===== config.mk =====
export PLATFORM = sky130hd
export DESIGN_NAME = uart_tx_param
export DESIGN_NICKNAME = d
export VERILOG_FILES = /design/src/rtl/uart_tx_param_pkg.sv /design/src/rtl/uart_tx_fifo.sv /design/src/rtl/uart_tx_param.sv
export SDC_FILE = /design/constraint.sdc
export NUM_CORES = 1
export LEC_CHECK = 0
export CORE_ASPECT_RATIO = 1.2
export CORE_MARGIN = 2
export CORE_UTILIZATION = 35
export CTS_CLUSTER_SIZE = 14
export DETAILED_ROUTE_END_ITERATION = 8
export PLACE_DENSITY = 0.48
export SLEW_MARGIN = 15
export SYNTH_ARGS = -nofsm -noshare
export SYNTH_HDL_FRONTEND = slang
export SYNTH_HIERARCHICAL = 1
export SYNTH_SLANG_ARGS = --single-unit

===== constraint.sdc =====
create_clock -name clk -period 5.1 [get_ports clk]
set_clock_uncertainty 0.1 [all_clocks]
set_input_delay 0.51 -clock clk [delete_from_list [all_inputs] [get_ports clk]]
set_output_delay 0.51 -clock clk [all_outputs]
set_load 0.01 [all_outputs]

===== src/rtl/uart_tx_param_pkg.sv =====
// uart_tx_param_pkg: shared state encoding, parity codes and parameter checks for uart_tx_param
package uart_tx_param_pkg;
    typedef enum logic [2:0] {IDLE, START, DATA, PARITY, STOP} tx_state_t;
    localparam logic [1:0] PAR_NONE = 2'b00;
    localparam logic [1:0] PAR_EVEN = 2'b01;
    localparam logic [1:0] PAR_ODD  = 2'b10;
    function automatic logic has_parity(input logic [1:0] mode);
        return mode == PAR_EVEN || mode == PAR_ODD;
    endfunction
    function automatic bit params_ok(input int data_w, input int oversample, input int fifo_depth);
        return data_w >= 5 && data_w <= 9 && oversample >= 4 && oversample <= 64 &&
               fifo_depth >= 2 && fifo_depth <= 16 && (fifo_depth & (fifo_depth - 1)) == 0;
    endfunction
endpackage


===== src/rtl/uart_tx_fifo.sv =====
// uart_tx_fifo: synchronous word FIFO feeding the transmit shifter
module uart_tx_fifo #(
    parameter int DATA_W = 8,
    parameter int DEPTH  = 4
) (
    input  logic              clk,
    input  logic              rst,
    input  logic              wr,
    input  logic [DATA_W-1:0] din,
    input  logic              rd,
    output logic [DATA_W-1:0] dout,
    output logic              full,
    output logic              empty
);
    localparam int AW = $clog2(DEPTH);
    logic [DATA_W-1:0] mem [DEPTH];
    logic [AW-1:0] wp, rp;
    logic [AW:0] cnt;
    logic push, pop;
    always_comb begin
        push = wr && !full;
        pop = rd && !empty;
    end
    assign full = cnt == (AW+1)'(DEPTH);
    assign empty = cnt == '0;
    assign dout = mem[rp];
    always_ff @(posedge clk)
        if (push) mem[wp] <= din;
    always_ff @(posedge clk or posedge rst) begin
        if (rst) begin
            wp <= '0;
            rp <= '0;
            cnt <= '0;
        end else begin
            if (push) wp <= wp + AW'(1);
            if (pop) rp <= rp + AW'(1);
            cnt <= cnt + (AW+1)'(push) - (AW+1)'(pop);
        end
    end
endmodule


===== src/rtl/uart_tx_param.sv =====
// uart_tx_param: buffered UART transmitter with selectable parity and stop bits
module uart_tx_param
    import uart_tx_param_pkg::*;
#(
    parameter int DATA_W     = 8,
    parameter int OVERSAMPLE = 16,
    parameter int FIFO_DEPTH = 4
) (
    input  logic              clk,
    input  logic              rst,
    input  logic              clk_bd,
    input  logic [DATA_W-1:0] datain,
    input  logic              wrsig,
    input  logic [1:0]        parity_mode,
    input  logic              stop2,
    output logic              full,
    output logic              overflow,
    output logic              busy,
    output logic              tx
);
    localparam int TW = $clog2(2 * OVERSAMPLE);
    localparam int BW = $clog2(DATA_W);
    localparam logic [TW-1:0] BIT_LAST = TW'(OVERSAMPLE - 1);
    localparam logic [TW-1:0] STOP2_LAST = TW'(2 * OVERSAMPLE - 1);
    localparam logic [BW-1:0] DATA_LAST = BW'(DATA_W - 1);

    if (!params_ok(DATA_W, OVERSAMPLE, FIFO_DEPTH)) begin : g_bad_params
        $error("uart_tx_param: illegal DATA_W/OVERSAMPLE/FIFO_DEPTH");
    end

    tx_state_t state;
    logic [TW-1:0] tick;
    logic [BW-1:0] bit_idx;
    logic [DATA_W-1:0] sh, head;
    logic par_l, par_en, stop2_l, empty, push, pop, tick_last;

    // A pop either starts a frame from idle or chains the next one onto the last stop tick.
    always_comb begin
        push = wrsig && !full;
        tick_last = clk_bd && tick == ((state == STOP && stop2_l) ? STOP2_LAST : BIT_LAST);
        pop = !empty && (state == IDLE || (state == STOP && tick_last));
    end

    uart_tx_fifo #(.DATA_W(DATA_W), .DEPTH(FIFO_DEPTH)) u_fifo (
        .clk(clk),
        .rst(rst),
        .wr(wrsig),
        .din(datain),
        .rd(pop),
        .dout(head),
        .full(full),
        .empty(empty)
    );

    always_ff @(posedge clk or posedge rst)
        if (rst) overflow <= 1'b0;
        else if (wrsig && full) overflow <= 1'b1;

    always_ff @(posedge clk or posedge rst) begin
        if (rst) begin
            state <= IDLE;
            tick <= '0;
            bit_idx <= '0;
            sh <= '0;
            par_l <= 1'b0;
            par_en <= 1'b0;
            stop2_l <= 1'b0;
            tx <= 1'b1;
            busy <= 1'b0;
        end else if (pop) begin
            state <= START;
            tick <= '0;
            sh <= head;
            par_l <= ^head ^ (parity_mode == PAR_ODD);
            par_en <= has_parity(parity_mode);
            stop2_l <= stop2;
            tx <= 1'b0;
            busy <= 1'b1;
        end else if (state == IDLE) begin
            busy <= push;
        end else if (clk_bd) begin
            tick <= tick_last ? '0 : tick + TW'(1);
            if (tick_last)
                case (state)
                    START: begin
                        state <= DATA;
                        bit_idx <= '0;
                        tx <= sh[0];
                        sh <= sh >> 1;
                    end
                    DATA: begin
                        if (bit_idx == DATA_LAST) begin
                            state <= par_en ? PARITY : STOP;
                            tx <= par_en ? par_l : 1'b1;
                        end else begin
                            bit_idx <= bit_idx + BW'(1);
                            tx <= sh[0];
                            sh <= sh >> 1;
                        end
                    end
                    PARITY: begin
                        state <= STOP;
                        tx <= 1'b1;
                    end
                    default: begin
                        state <= IDLE;
                        busy <= push;
                    end
                endcase
        end
    end
endmodule


# After elaboration in Yosys (flattened, before gate mapping)
# Memory sizes are Yosys's and may differ from the RTL's.
# Index checks and enable logic that the tools add are counted.
# classes
n_addsub	6
n_mul	0
n_div	0
order_cmp	0
eq_ne	14
shifts	0
mux	34
bitwise_logic	3
reduce_logical	28
# op_table
cell	n
two-way mux 8 bit	5
two-way mux 5 bit	5
two-way mux 3 bit	7
one-hot mux 8 bit (2 select lines)	1
two-way mux 1 bit	13
equality test 3 bit (second input constant)	3
one-hot mux 3 bit (3 select lines)	1
nonzero test 3 bit	3
AND reduction 4 bit	2
XOR reduction 8 bit	1
logical AND 1 bit	7
equality test 3 x 2 -> 1 bit (second input constant)	2
zero test 3 bit	2
inequality test 3 x 2 -> 1 bit (second input constant)	2
one-hot mux 3 bit (2 select lines)	1
AND reduction 6 bit	1
nonzero test 2 bit	3
adder 5 x 1 -> 5 bit (second input constant)	1
equality test 5 bit	1
AND reduction 5 bit	1
adder 2 x 1 -> 2 bit (second input constant)	2
nonzero test 4 bit	1
adder 3 x 1 -> 3 bit	1
adder 3 x 1 -> 3 bit (second input constant)	1
other kinds (15)	18
# totals
ff_bits	32
latchBits	0
mem_bits_rw	32
mem_bits_ro	0
in_bits	15
out_inout_bits	4
word_cells	99
mem_count	1
# mem_list
name	words	word_bits	rd	rd_clocked_by_memory_dff	write_ports	line_no	rtl
u_fifo.mem	4	8	1	0	1	uart_tx_fifo.sv:16	logic [DATA_W-1:0] mem [DEPTH];

# Depth between registers and ports, before layout
# Gate-level depths: netlist of the first run.
# logic_depth
ltp_word	10
depth_mapped	14

# Hierarchy
# Netlist of the first run, hierarchy kept.
# by_module_without_submodules
module	instances	cells_each	area_each_um2
uart_tx_fifo	1	85	1629.1
uart_tx_param	1	149	1487.7

# Worst setup path after synthesis of the first run
# No wires, ideal clock.
# synth_timing
path_type	register to register
startpoint	reg u_fifo.cnt[1]
endpoint	reg u_fifo.cnt[2]
setup_time_ps	123
arrival_ps	2644
required_time_ps	4877
path_slack_ps	2233
path_stages_with_launch	14
path_cell_list	dfrtp_1 > nor3_1 > nor3_4 > nand2_2 > buf_6 > inv_1 > o31ai_1 > inv_1 > ha_1 > inv_1 > ha_1 > fa_1 > xnor2_1 > xnor2_1
# synth_via
elab_chain_cells	5
# synth_lines
element	line_no	rtl
start, declared	uart_tx_fifo.sv:18	logic [AW:0] cnt;
start signal, assigned	uart_tx_fifo.sv:37	cnt <= cnt + (AW+1)'(push) - (AW+1)'(pop);
zero test 3 bit	uart_tx_fifo.sv:25	assign empty = cnt == '0;
net empty	uart_tx_param.sv:35	logic par_l, par_en, stop2_l, empty, push, pop, tick_last;
zero test 1 bit	uart_tx_param.sv:41	pop = !empty && (state == IDLE || (state == STOP && tick_last));
logical AND 1 bit	uart_tx_param.sv:41	
net pop	uart_tx_param.sv:35	
logical AND 1 bit	uart_tx_fifo.sv:22	pop = rd && !empty;
net u_fifo.pop	uart_tx_fifo.sv:19	logic push, pop;
subtractor 3 x 1 -> 3 bit	uart_tx_fifo.sv:37	
# The timed path passes the listed nets, and every way through them passes these cells.
# A chain may end at the register's enable or synchronous reset.

# Final worst setup path of the first run
# Ends and elaborated chain as after synthesis.

==> flow_metrics.py, run 1 <==
metrics = {
    "worst_setup_path": {
        "crit_fanout": 14,
        "critPathArrivalTime_ns": 3.42,
        "worst_setup_path_start_kind": "flop",
        "timing_worst_setup_path_type": "reg2reg",
        "cp-end-kind": "flop",
        "timing.critical_path.required_ns": 5.27,
    },
    "synthesis": {
        "synthesis_warnings": 6,
        "yosys.cell_types.count": 48,
        "synth_top_cell_by_area": "edfxtp_1",
        "syn_nets": 260,
        "synth-seq-cells": 64,
        "synth_commonest_cells": "edfxtp_1, dfrtp_1, nand2_1",
        "synth_enable_flop_cells": 32,
        "dominantRegCellSynth": "edfxtp_1",
        "largest_family_of_logic_cells_by_synthesized_area": "simple AND/OR/NAND/NOR gates",
        "yosys-mux-area-fraction": 0.119,
        "synth-adder-area-share": 0.0466,
        "netlist_instances": 234,
        "syn_area_um2": 3120,
        "ys_async_sr_fraction": 0.500,
        "ys_top_cells_by_area": "edfxtp_1, dfrtp_1, mux4_2, ha_1, xnor2_1",
        "synth_compound_area_frac": 0.0783,
        "synth_sequential_area_ratio": 0.566,
        "yosysMostFrequentCell": "edfxtp_1",
        "synth-simple-area-share": 0.120,
        "post_synth_xor_area_fraction": 0.0393,
        "synth_top_area_share": 0.308,
        "syn_avg_cell_area_um2": 13.3,
    },
    "floorplan": {
        "chipHeight_um": 107,
        "initial_core_util": 0.362,
        "design.core.area_um2": 8610,
        "die_width_um": 90.1,
        "ios": 19,
        "die_area_um2": 9680,
        "floorplan.rows": 37,
    },
    "timing": {
        "finalSetupTns_ns": 0,
        "grt_setup_unrepaired": "false",
        "maxSlewHeadroom": 0.351,
        "setup_viol_count_final": 0,
        "worst_hold_slack_ns": 0.328,
        "finalCriticalPeriod_ns": 3.25,
        "number_of_hold_slack_violations_in_the_final_timing_report": 0,
        "slew_violations": 0,
        "max_clock_freq_mhz": 308,
        "min_period_over_period": 0.637,
        "fin_ws_ns": 1.85,
        "pin_slew_with_the_least_headroom_to_its_limit_ns": 0.973,
    },
    "finish": {
        "final_cells": 378,
        "area_growth_syn_to_layout_pct": 16.4,
        "fraction_of_layout_instances_using_a_drive_strength_above_1": 0.184,
        "final_nets": 282,
        "antenna_cells": 0,
    },
    "clock_network": {
        "cts_resized": 0,
        "cts.repair_timing.setup_buffer_count": 0,
        "root_buffer": "clkbuf_8",
        "cts-root-to-sink-buffers": 2,
        "clock_tree_from_tritoncts": "done",
        "cts-hold-fix-buffers": 0,
        "cts_inserted_buffers": 9,
        "post_cts_clock_slew_at_the_launch_and_capture_registers_of_the_worst_setup_and_hold_paths_ns": 0.08,
        "cts_num_sinks": 64,
        "clock_latency_of_the_later_clocked_register_in_the_worst_skew_pair_ns": 0.34,
        "ctsHtreeMaxLevel": 3,
    },
    "grt": {
        "first_global_vias": 1910,
        "globalRouteTotalUtil": 0.132,
        "first_pass_grt_wire_length_mm": 9.70,
        "antenna_found_initial": 0,
        "grt_start_max_net_pins": 26,
        "grt-ovfl-total": 0,
    },
    "placement": {
        "place_worst_setup_slack_ns": 1.71,
        "port_buffers": 18,
        "detailed_place_hpwl_mm": 3.99,
        "globalplace.congestion": 0.800,
        "place_inst": 362,
    },
    "pwr": {
        "power_density_nw_per_um2": 575,
        "power.ir.vdd_worst_mv": 0.207,
        "total_chip_power_w": 0.00209,
        "p_leak_nw": 1.42,
    },
    "drt": {
        "detailed_routed_wire_length_on_met2_mm": 2.92,
        "wl_met1_mm": 2.62,
        "detailedRoute.firstIterationViolations": 88,
        "route.final.wire_length_mm": 5.77,
        "detail_route.first_pass.iterations": 4,
        "met3_wirelength_um": 162,
        "wire_per_inst_um": 15.3,
        "drt-vias-per-instance": 4.85,
        "topRoutingLayerUsed": "met4",
        "detail_route.drc_violations": 0,
        "postRouteAntennaNets": 0,
        "routed_vias": 1832,
    },
    "job": {
        "maxCapViolCount": 0,
    },
    "status": {
        "status": "complete, no violations",
    },
    "worst_hold_path": {
        "worstHoldPathType": "in2async",
    },
}
## flip-flops by register name, summed over array words and instances (netlist names)
name,count
u_fifo/mem,32
par_l,1
u_fifo/rp,2
bit_idx,3
tx,1
par_en,1
stop2_l,1
u_fifo/cnt,3
busy,1
tick,5
sh,8
state,3
u_fifo/wp,2
overflow,1
## power breakdown
part | internal (W) | switching, W
Combinational | 0.000403 | 0.000327
Clock | 0.000280 | 0.000213
Sequential | 0.000706 | 0.000159
Total | 0.00139 | 0.000699
## per-layer routing
layer / vias up / track usage
li1: 903 / -
met1: 898 / 0.158
met2: 26 / 0.218
met3: 5 / 0.0420
met4: 0 / 0.0637
met5: - / 0
## per-stage QoR
stage	instance area, um^2	utilization
5_1_grt	3630	0.421
2_1_floorplan	3120	-
6_report	3630	0.421
3_3_place_gp	3400	0.395
3_5_place_dp	3400	0.395
4_1_cts	3630	0.421
## critical path, cell delays in order (launching register included)
cell     delay (ns)
dfrtp_1        0.47
nor3_1         0.64
nor3_4         0.10
nand2_2        0.30
inv_1          0.17
o31ai_1        0.14
inv_1          0.08
ha_1           0.28
inv_1          0.04
ha_1           0.17
fa_1           0.38
xnor2_1        0.18
xnor2_1        0.13
## area by class of cell
| type | count | area (um^2) |
|---|---|---|
| multi-input combinational | 148 | 1260 |
| inverter | 15 | 56.3 |
| clock inverter | 7 | 103 |
| clock buffer | 9 | 124 |
| fill | 829 | 4980 |
| tap | 117 | 146 |
| timing repair buffer | 18 | 180 |
| sequential | 64 | 1760 |
## final timing paths
kind / from / endpoint / cells after the start / slack, ns
min in group clk: overflow / overflow / 1 / 0.36
max in group asynchronous: rst / sh[7] / 2 / 3.68
worst max-delay path: u_fifo/cnt[1] / u_fifo/cnt[2] / 12 / 1.85
worst max register to register: u_fifo/cnt[1] / u_fifo/cnt[2] / 12 / 1.85
worst min-delay path: rst / u_fifo/wp[1] / 2 / 0.33
worst min register to register: overflow / overflow / 1 / 0.36
## layout by cell type (no fill, tap or decap), types with 2 or more instances in the layout
cell type,instances
a21o_1,3
a21oi_1,6
a31oi_1,2
and3b_1,4
bufinv_16,2
clkbuf_8,9
clkdlybuf4s50_1,18
clkinv_4,2
dfrtp_1,31
edfxtp_1,32
ha_1,10
inv_1,15
inv_6,2
mux2_2,9
mux2_4,6
mux4_2,8
nand2_1,19
nand2b_1,6
nand3_1,6
nand4_1,2
nand4bb_1,2
nor2_1,9
nor3_1,3
o211ai_1,3
o21ai_0,13
o21ai_2,2
o311ai_0,2
xnor2_1,12
xor2_1,2
## cells by family after synthesis
logic type      Yosys count
buf+inv                  22
compound gates           37
xor+xnor                 14
simple gates             63
fa+ha+maj                11
flops                    64
mux                      23
(Power assumes the default switching activity.)
==> inputs of run 2 (changes only) <==
clock period = 3.2 ns   (was 5.1 ns; I/O delays follow)
==> flow_metrics.py, run 2 (synthesis results as in run 1) <==
metrics = {
    "status": {
        "status": "complete, no violations",
    },
    "worst_setup_path": {
        "timing.critical_path.required_ns": 3.33,
        "critPathArrivalTime_ns": 2.73,
        "worst_setup_path_start_kind": "flop",
        "worst_setup_startpoint": "u_fifo/cnt[1]",
        "timing_worst_setup_path_type": "reg2reg",
        "crit_fanout": 7,
        "critPathCapture": "u_fifo/cnt[2]",
        "r2r_slack_ns": 0.60,
        "worstRegToRegCells": 13,
        "cp-end-kind": "flop",
        "crit-reg2reg-launch": "u_fifo/cnt[1]",
        "worst_r2r_endpoint": "u_fifo/cnt[2]",
    },
    "drt": {
        "routed_vias": 1859,
        "drt-vias-per-instance": 4.85,
        "topRoutingLayerUsed": "met4",
        "route.final.wire_length_mm": 5.77,
        "postRouteAntennaNets": 0,
        "detail_route.first_pass.iterations": 4,
        "detail_route.drc_violations": 0,
        "met3_wirelength_um": 156,
        "detailed_routed_wire_length_on_met2_mm": 2.88,
        "detailedRoute.firstIterationViolations": 69,
        "wl_met1_mm": 2.60,
        "wire_per_inst_um": 15.1,
    },
    "clock_network": {
        "clock_latency_of_the_later_clocked_register_in_the_worst_skew_pair_ns": 0.34,
        "cts_inserted_buffers": 9,
        "clock_tree_from_tritoncts": "done",
        "post_cts_clock_slew_at_the_launch_and_capture_registers_of_the_worst_setup_and_hold_paths_ns": 0.08,
        "cts-hold-fix-buffers": 0,
        "cts_resized": 0,
        "cts-root-to-sink-buffers": 2,
        "cts_num_sinks": 64,
        "root_buffer": "clkbuf_8",
        "cts.repair_timing.setup_buffer_count": 0,
        "ctsHtreeMaxLevel": 3,
    },
    "pwr": {
        "power.ir.vdd_worst_mv": 0.409,
        "power_density_nw_per_um2": 917,
        "p_leak_nw": 1.45,
        "power.net_switching_w": 0.00112,
        "seq_power_share": 0.407,
        "p_comb_frac": 0.357,
        "clock_power_share": 0.236,
        "netSwitchingFraction": 0.334,
        "internal_power_w": 0.00224,
    },
    "placement": {
        "port_buffers": 18,
        "place_area_um2": 3440,
        "globalplace.congestion": 0.792,
        "detailed_place_hpwl_mm": 4.04,
        "place_worst_setup_slack_ns": 0.403,
    },
    "grt": {
        "grt_start_max_net_pins": 26,
        "first_global_vias": 1962,
        "globalRouteTotalUtil": 0.132,
        "antenna_found_initial": 0,
        "first_pass_grt_wire_length_mm": 9.68,
        "grt-ovfl-total": 0,
    },
    "finish": {
        "multi_input_comb_area_um2": 1260,
        "post-route-cell-area_um2": 3670,
        "antenna_cells": 0,
        "final_nets": 287,
        "final_common_cell": "edfxtp_1",
        "fraction_of_layout_instances_using_a_drive_strength_above_1": 0.199,
        "area_growth_syn_to_layout_pct": 17.6,
        "top_regs": "u_fifo/mem x32, sh x8, tick x5",
        "flip_flop_count_of_the_largest_register_after_layout": 32,
        "regMostFlops": "u_fifo/mem",
        "final_cell_mix": "edfxtp_1, dfrtp_1, nand2_1",
        "sequential_cell_area_um2": 1760,
        "final.fill_count": 833,
    },
    "timing": {
        "grt_setup_unrepaired": "false",
        "number_of_hold_slack_violations_in_the_final_timing_report": 0,
        "setup_viol_count_final": 0,
        "pin_slew_with_the_least_headroom_to_its_limit_ns": 0.455,
        "finalSetupTns_ns": 0,
        "finalCriticalPeriod_ns": 2.60,
        "slew_violations": 0,
        "maxSlewHeadroom": 0.693,
        "max_clock_freq_mhz": 385,
        "fin_ws_ns": 0.600,
        "worst_hold_slack_ns": 0.130,
        "min_period_over_period": 0.812,
    },
    "floorplan": {
        "floorplan.rows": 37,
        "chipHeight_um": 107,
        "design.core.area_um2": 8610,
        "ios": 19,
        "die_width_um": 90.1,
        "die_area_um2": 9680,
        "initial_core_util": 0.362,
    },
    "worst_hold_path": {
        "worstHoldPathType": "in2async",
    },
    "job": {
        "maxCapViolCount": 0,
    },
}
[run 2: cell type report]
class	instances	area share
Inverter	15	0.0154
Sequential cell	64	0.481
Clock buffer	9	0.0338
Multi-Input combinational cell	148	0.343
Clock inverter	7	0.0280
Tap cell	117	0.0399
Timing Repair Buffer	23	0.0594
[run 2: stage by stage]
step	std cells	utilization	power [W]
2_1_floorplan	234	-	0.00230
3_3_place_gp	367	0.399	0.00261
3_5_place_dp	367	0.399	0.00261
4_1_cts	383	0.426	0.00342
5_1_grt	383	0.426	0.00361
6_report	383	0.426	0.00336
[run 2: critical path, stage by stage, from the launching register on]
cell and delay (ns):
dfrtp_1 0.47, nor3_1 0.22, buf_4 0.18, nor3_4 0.06, nand2_2 0.09, inv_1 0.05
o31ai_1 0.09, inv_1 0.08, ha_1 0.28, inv_1 0.04, ha_1 0.18, fa_1 0.37
xnor2_1 0.15, xnor2_1 0.13
[run 2: power by group through the flow]
stage | Clock (W) | Sequential [W] | Combinational, W
5_1_grt | 0.000854 | 0.00142 | 0.00134
3_3_place_gp | 0 | 0.00139 | 0.00122
6_report | 0.000792 | 0.00137 | 0.00120
4_1_cts | 0.000819 | 0.00138 | 0.00123
3_5_place_dp | 0 | 0.00139 | 0.00122
2_1_floorplan | 0 | 0.00127 | 0.00103
[run 2: how the worst min path moves through the flow]
| stage | cells after the start | slack [ns] | endpoint |
|---|---|---|---|
| 2_1_floorplan | 1 | 0.02 | u_fifo/cnt[0] |
| 3_3_place_gp | 1 | 0.34 | overflow |
| 3_5_place_dp | 1 | 0.35 | overflow |
| 4_1_cts | 2 | 0.14 | u_fifo/rp[0] |
| 5_1_grt | 2 | 0.17 | u_fifo/rp[1] |
| 6_report | 2 | 0.13 | u_fifo/rp[1] |
[run 2: per-layer routing]
layer  vias to the layer above  global-route usage
met5                         -                   0
met4                         0              0.0747
met3                        11              0.0245
met2                        29               0.233
met1                       907               0.151
li1                        912                   -
